--- src/rtl/chk_exp_table.sv ---
// Expected-store register file: appended through a count pointer,
// read combinationally at the checker's current match index.
module chk_exp_table #(
    parameter int ADDR_W = 32,
    parameter int DATA_W = 32,
    parameter int DEPTH  = 8,
    parameter int CNT_W  = $clog2(DEPTH + 1)
) (
    input  logic              clk,
    input  logic              reset,
    input  logic              clr,
    input  logic              we,
    input  logic [ADDR_W-1:0] wr_addr,
    input  logic [DATA_W-1:0] wr_data,
    input  logic [CNT_W-1:0]  idx,
    output logic [ADDR_W-1:0] rd_addr,
    output logic [DATA_W-1:0] rd_data,
    output logic [CNT_W-1:0]  count,
    output logic              full
);

    logic [ADDR_W+DATA_W-1:0] mem [DEPTH];
    logic [ADDR_W+DATA_W-1:0] rd;

    assign full = (count == CNT_W'(DEPTH));

    always_ff @(posedge clk) begin
        if (reset || clr) begin
            count <= '0;
        end else if (we && !full) begin
            count <= count + CNT_W'(1);
        end
    end

    // Entries are never cleared; count alone defines which ones are live.
    always_ff @(posedge clk) begin
        for (int i = 0; i < DEPTH; i++) begin
            if (we && !full && count == CNT_W'(i)) begin
                mem[i] <= {wr_addr, wr_data};
            end
        end
    end

    always_comb begin
        rd = '0;
        for (int i = 0; i < DEPTH; i++) begin
            if (idx == CNT_W'(i)) begin
                rd = mem[i];
            end
        end
    end

    assign {rd_addr, rd_data} = rd;

endmodule

--- config.mk ---
export PLATFORM = sky130hd
export DESIGN_NAME = chk_exp_table
export DESIGN_NICKNAME = d
export VERILOG_FILES = /design/src/rtl/chk_exp_table.sv
export SDC_FILE = /design/constraint.sdc
export NUM_CORES = 1
export LEC_CHECK = 0
export CAP_MARGIN = 15
export CORE_ASPECT_RATIO = 0.7
export CORE_UTILIZATION = 33
export CTS_BUF_LIST = sky130_fd_sc_hd__clkbuf_16
export CTS_CLUSTER_DIAMETER = 60
export CTS_CLUSTER_SIZE = 14
export DETAILED_ROUTE_END_ITERATION = 8
export PLACE_DENSITY = 0.48
export SYNTH_ARGS = -nofsm -noshare
export SYNTH_HDL_FRONTEND = slang
export SYNTH_SLANG_ARGS = --single-unit
--- constraint.sdc ---
create_clock -name clk -period 13.4 [get_ports clk]
set_input_delay 3.35 -clock clk [delete_from_list [all_inputs] [get_ports clk]]
set_output_delay 3.35 -clock clk [all_outputs]
set_load 0.02 [all_outputs]
* After elaboration in Yosys (flattened, before gate mapping)
Memory sizes are Yosys's and may differ from the RTL's.
Cells that the tools add are included.
** Cells by class
- Multiplexer cells :: 45
- Reduce and logical (&&, ||, !) cells :: 20
- Equal/unequal tests :: 15
- Add/subtract/negate cells :: 1
** Operators by type and width (number)
- 64-bit 2-to-1 mux :: 15
- 64-bit OR reduction :: 7
- 4-bit by 3-bit == test with 1-bit output (second input constant) :: 8
- 1-bit 2-to-1 mux :: 23
- 3-bit 2-to-1 mux :: 7
- 4-bit by 2-bit == test with 1-bit output (second input constant) :: 4
- 1-bit logical AND :: 9
- 4-bit by 1-bit == test with 1-bit output (second input constant) :: 2
- 4-bit logical NOT :: 2
- 4-bit by 1-bit adder with 4-bit output (second input constant) :: 1
- 4-bit == test (second input constant) :: 1
- 1-bit logical NOT :: 1
- 1-bit logical OR :: 1
** Word-level totals
- Word-level logic and storage cells :: 83
- Memories :: 1
- Output and inout port bits :: 69
- Input port bits :: 72
- Flip-flop bits (word level) :: 4
- Bits in writable memories :: 512
** Memory list
- mem :: depth 8, width 64, rd ports 8, clocked after Yosys merged registers in 0, wr ports 1, RTL line 22 : logic [ADDR_W+DATA_W-1:0] mem [DEPTH];

* Longest topological paths before layout
- Depth in word-level cells :: 14
- Gate-level depth with buffers :: 8
- Depth with buffers taken out :: 6

* Worst setup path after synthesis
No wires, ideal clock.
- Kind :: input -> register
- Start :: input port we
- End :: memory mem[0][192] (netlist bit) (enable)
- Stages on the path :: 2
- Required time :: 12835 ps
- Buffers on the path :: 0
- Setup time :: 565 ps
- Setup slack :: 5081 ps
- Arrival time :: 7754 ps
- Cell sequence :: nand2_1 -> nor3_1
** Between the ends
- Longest elaborated chain between the ends :: 12
- Elaborated cells between the ends (all ways) :: 46
- Those cells by class :: mux: 30; reduce/logical: 16
** RTL lines
- from (decl) :: RTL line 12 : input logic we,
- 1-bit logical AND * :: RTL line 38 : if (we && !full && count == CNT_W'(i)) begin
- 1-bit logical AND :: RTL line 38
- 1-bit 2-to-1 mux :: RTL line 38
- 1-bit 2-to-1 mux (implied by the code) :: RTL line 39 : mem[i] <= {wr_addr, wr_data};
- 64-bit OR reduction (no source line)
- 3-bit 2-to-1 mux (no source line) / 1-bit 2-to-1 mux (equally long branches) (7 in a row)
- to (decl) :: RTL line 22
Every way passes the cells marked *; elsewhere a longest branch is shown, timed or not.

* Worst setup path after layout
- Start :: input port idx[0]
- End :: output port rd_addr[25]
** Between the ends
- Longest elaborated chain between the ends :: 9
- Elaborated cells between the ends (all ways) :: 16
- Those cells by class :: eq/ne: 7; mux: 8; reduce/logical: 1
** RTL lines
- from (decl) :: RTL line 15 : input logic [CNT_W-1:0] idx,
- 4-bit logical NOT :: RTL line 47 : if (idx == CNT_W'(i)) begin
- 64-bit 2-to-1 mux (7 in a row) :: RTL line 47
- 64-bit 2-to-1 mux * :: RTL line 47
- to (decl) :: RTL line 16 : output logic [ADDR_W-1:0] rd_addr,
Marked as above.

==> reports/results.tsv <==
metric	value	unit
worst path bufs/invs	4	
Layout Skew	11.2	ps
worst path cell trace	clkbuf_8 > buf_4 > buf_4 > nand3b_1 > o21ai_0 > o2bb2ai_1 > a22o_1 > clkdlybuf4s50_1	
FF+latch count, synth	516	
leakage	7.95	nW
initial antenna violation count	3	
Post-synth EDFFs	512	
Chip Height	214	µm
Psw	714	µW
Final min period	9970	ps
core footprint	63200	µm²
Final Cycle Share	0.744	
# clock sinks	516	
vias in the first global route	12000	
Die Wd	305	µm
slowest stage delay, CP	800	ps
YS warnings	0	
share of layout cells above drive strength 1	0.0763	
Hold Buf Count CTS	0	
status	complete, no violations	
most frequent CP cell	buf_4	
Hold Path Class	register to register	
CP Max Fanout	93	
CTS resizes	0	
hpwl dp	28.1	mm
clock share of power	0.365	
Overflow after GRT	0	
sequential fraction of the synthesis area	0.731	
vias per cell	5.21	
synthesized instance count	1326	
GRT busiest layer	met2	
clk buf depth	3	
CTS tree	done	
Critical Path End Type	output pin	
net switching fraction of the power	0.220	
commonest cells in the netlist	edfxtp_1 (512), mux2i_1 (154), a21oi_1 (148)	
largest cells by area after synthesis	edfxtp_1 (73%), mux2i_1 (7.3%), a21oi_1 (3.5%), o2bb2ai_1 (2.4%), o21ai_0 (2.4%)	
H-tree Lvls	2	
dpl cell area	23300	µm²
Final Hold Fails	0	
met2 global-route usage	0.251	
die area	65100	µm²
number of core rows	77	
io pins	141	
startpoint types	primary input	
worst setup path class	primary input to output pin	
GR Util met1	0.231	
post-CTS setup buffers	0	
Root Driver	clkbuf_16	
placed instance count	2217	
residual DRC count	0	
Crit path max-delay family	buffers and inverters	
final setup vio count	0	
Mapped Nets	1402	
pin count of the biggest net entering global routing	119	
Arr. time, crit path	6620	ps
asr flop ratio synth	0	
Final nets	1510	
slowest CP cell	buf_4	
Yosys cell types	40	
RD Place Congestion	0.704	
CTS Buf Count	44	
gr usage total	0.160	
Max VDD drop	0.0777	mV
most frequent cell after synthesis	edfxtp_1	
top cell type's share of synthesized area	0.727	
Comb pwr share	0.081	
sequential share of power	0.554	
Post-Syn Area	21200	µm²
dominant cell type by area after synthesis	edfxtp_1	
total of max-cap violations	0	
Slew @ Worst Pin	1010	ps
Critical Path RT	10050	ps
internal power	2.54	mW
Max-slew headroom	0.325	
clk_lat worst skew	570	ps
grt met3 use	0.0290	
Routed Antenna Nets	0	
Design Area, Final	24600	µm²
RSZ-0062 raised after global routing	false	
IO Port Bufs	140	
DRT Wirelength	52.1	mm
drt initial violations	782	
Final Instance Count excl. Fillers	2272	
Final Util	0.389	
Max Clk Rate	0.100	GHz
Synth Flop Type	edfxtp_1	
clock slew at reported path FFs	60	ps
mean area per synthesized cell	16.0	µm²
synthesis-to-finish area growth	16.1	%
wire per inst	22.9	µm
PwrDens	132	nW/µm²
vias post-DR	11800	
TNS Setup	0	ps
Initial Util	0.335	
fin. max-slew vios	0	
first drt pass iteration count	5	
global-route wire length before repair	78.2	mm
==> registers in the layout, indices dropped and copies added (netlist names) <==
name,count
count,4
mem,512
==> cells by family (layout without fill, tap and decap cells) <==
group                    count (synthesis)  after routing  share of synthesized area
other                                    0              1                          0
flip-flops                             516            516                      0.731
multiplexers                           167            167                     0.0846
buffers and inverters                  112            228                     0.0270
XOR/XNOR                                 3              3                    0.00124
adder cells (fa/ha/maj)                  4              4                    0.00237
AND/OR/NAND/NOR                        119            119                     0.0342
AO/OA/AOI/OAI                          405            405                      0.120
==> worst register-to-register path: cells and delay by family (launching register included) <==
| family | cells | cell delay (ps) |
|---|---|---|
| buffers and inverters | 1 | 840 |
| flip-flops | 1 | 550 |
| AND/OR/NAND/NOR | 2 | 1170 |
==> worst paths after layout <==
path	start	endpoint	slack [ps]	depth (start not counted)
worst min register to register	count[1]	count[1]	610	2
worst max register to register	count[2]	mem[1][203]	10440	3
worst min-delay path	count[1]	count[1]	610	2
worst max-delay path	idx[0]	rd_addr[25]	3430	8
==> stage by stage <==
step / total power [mW] / setup slack (ps) / hold WS [ps]
finish: 3.25 / 3430 / 615
global route: 3.37 / 3150 / 658
CTS: 3.30 / 3350 / 625
detailed placement: 2.10 / 3370 / 620
global placement: 2.10 / 3420 / 634
floorplan: 1.99 / 5080 / 645
==> routing by layer <==
layer,up-vias,share of wire,wire length [µm]
met2,228,0.45,23400
li1,5484,-,-
met1,6052,0.49,25500
met5,-,0.00044,23
met4,4,0.016,854
met3,62,0.043,2240
==> cell type report <==
type                    instances  area [µm²]
clock inverters                 9        97.6
fillers                      5811       38600
well taps                     829        1040
diodes                          1        2.50
repair buffers                167        1620
clock buffers                  45        1130
multi-input cells             698        5190
inverters                       7        26.3
flip-flops and latches        516       15500
==> layout by cell type, fill, tap and decap left out, drive strengths merged, types with 9 or more instances in the layout <==
| cell | n |
|---|---|
| a21oi | 148 |
| a22o | 45 |
| a22oi | 13 |
| buf | 29 |
| clkbuf | 46 |
| clkdlybuf4s50 | 137 |
| edfxtp | 512 |
| mux2i | 154 |
| mux4 | 9 |
| nand2 | 12 |
| nand3b | 46 |
| nor2 | 17 |
| nor2b | 17 |
| nor3 | 12 |
| o21ai | 100 |
| o22ai | 24 |
| o2bb2ai | 59 |
==> power groups by stage <==
stage | logic, mW | clock network, mW | registers [mW]
CTS | 0.268 | 1.23 | 1.80
global route | 0.287 | 1.29 | 1.80
finish | 0.263 | 1.19 | 1.80
detailed placement | 0.268 | 0 | 1.84
global placement | 0.266 | 0 | 1.83
floorplan | 0.148 | 0 | 1.84
(Power assumes the default switching activity.)
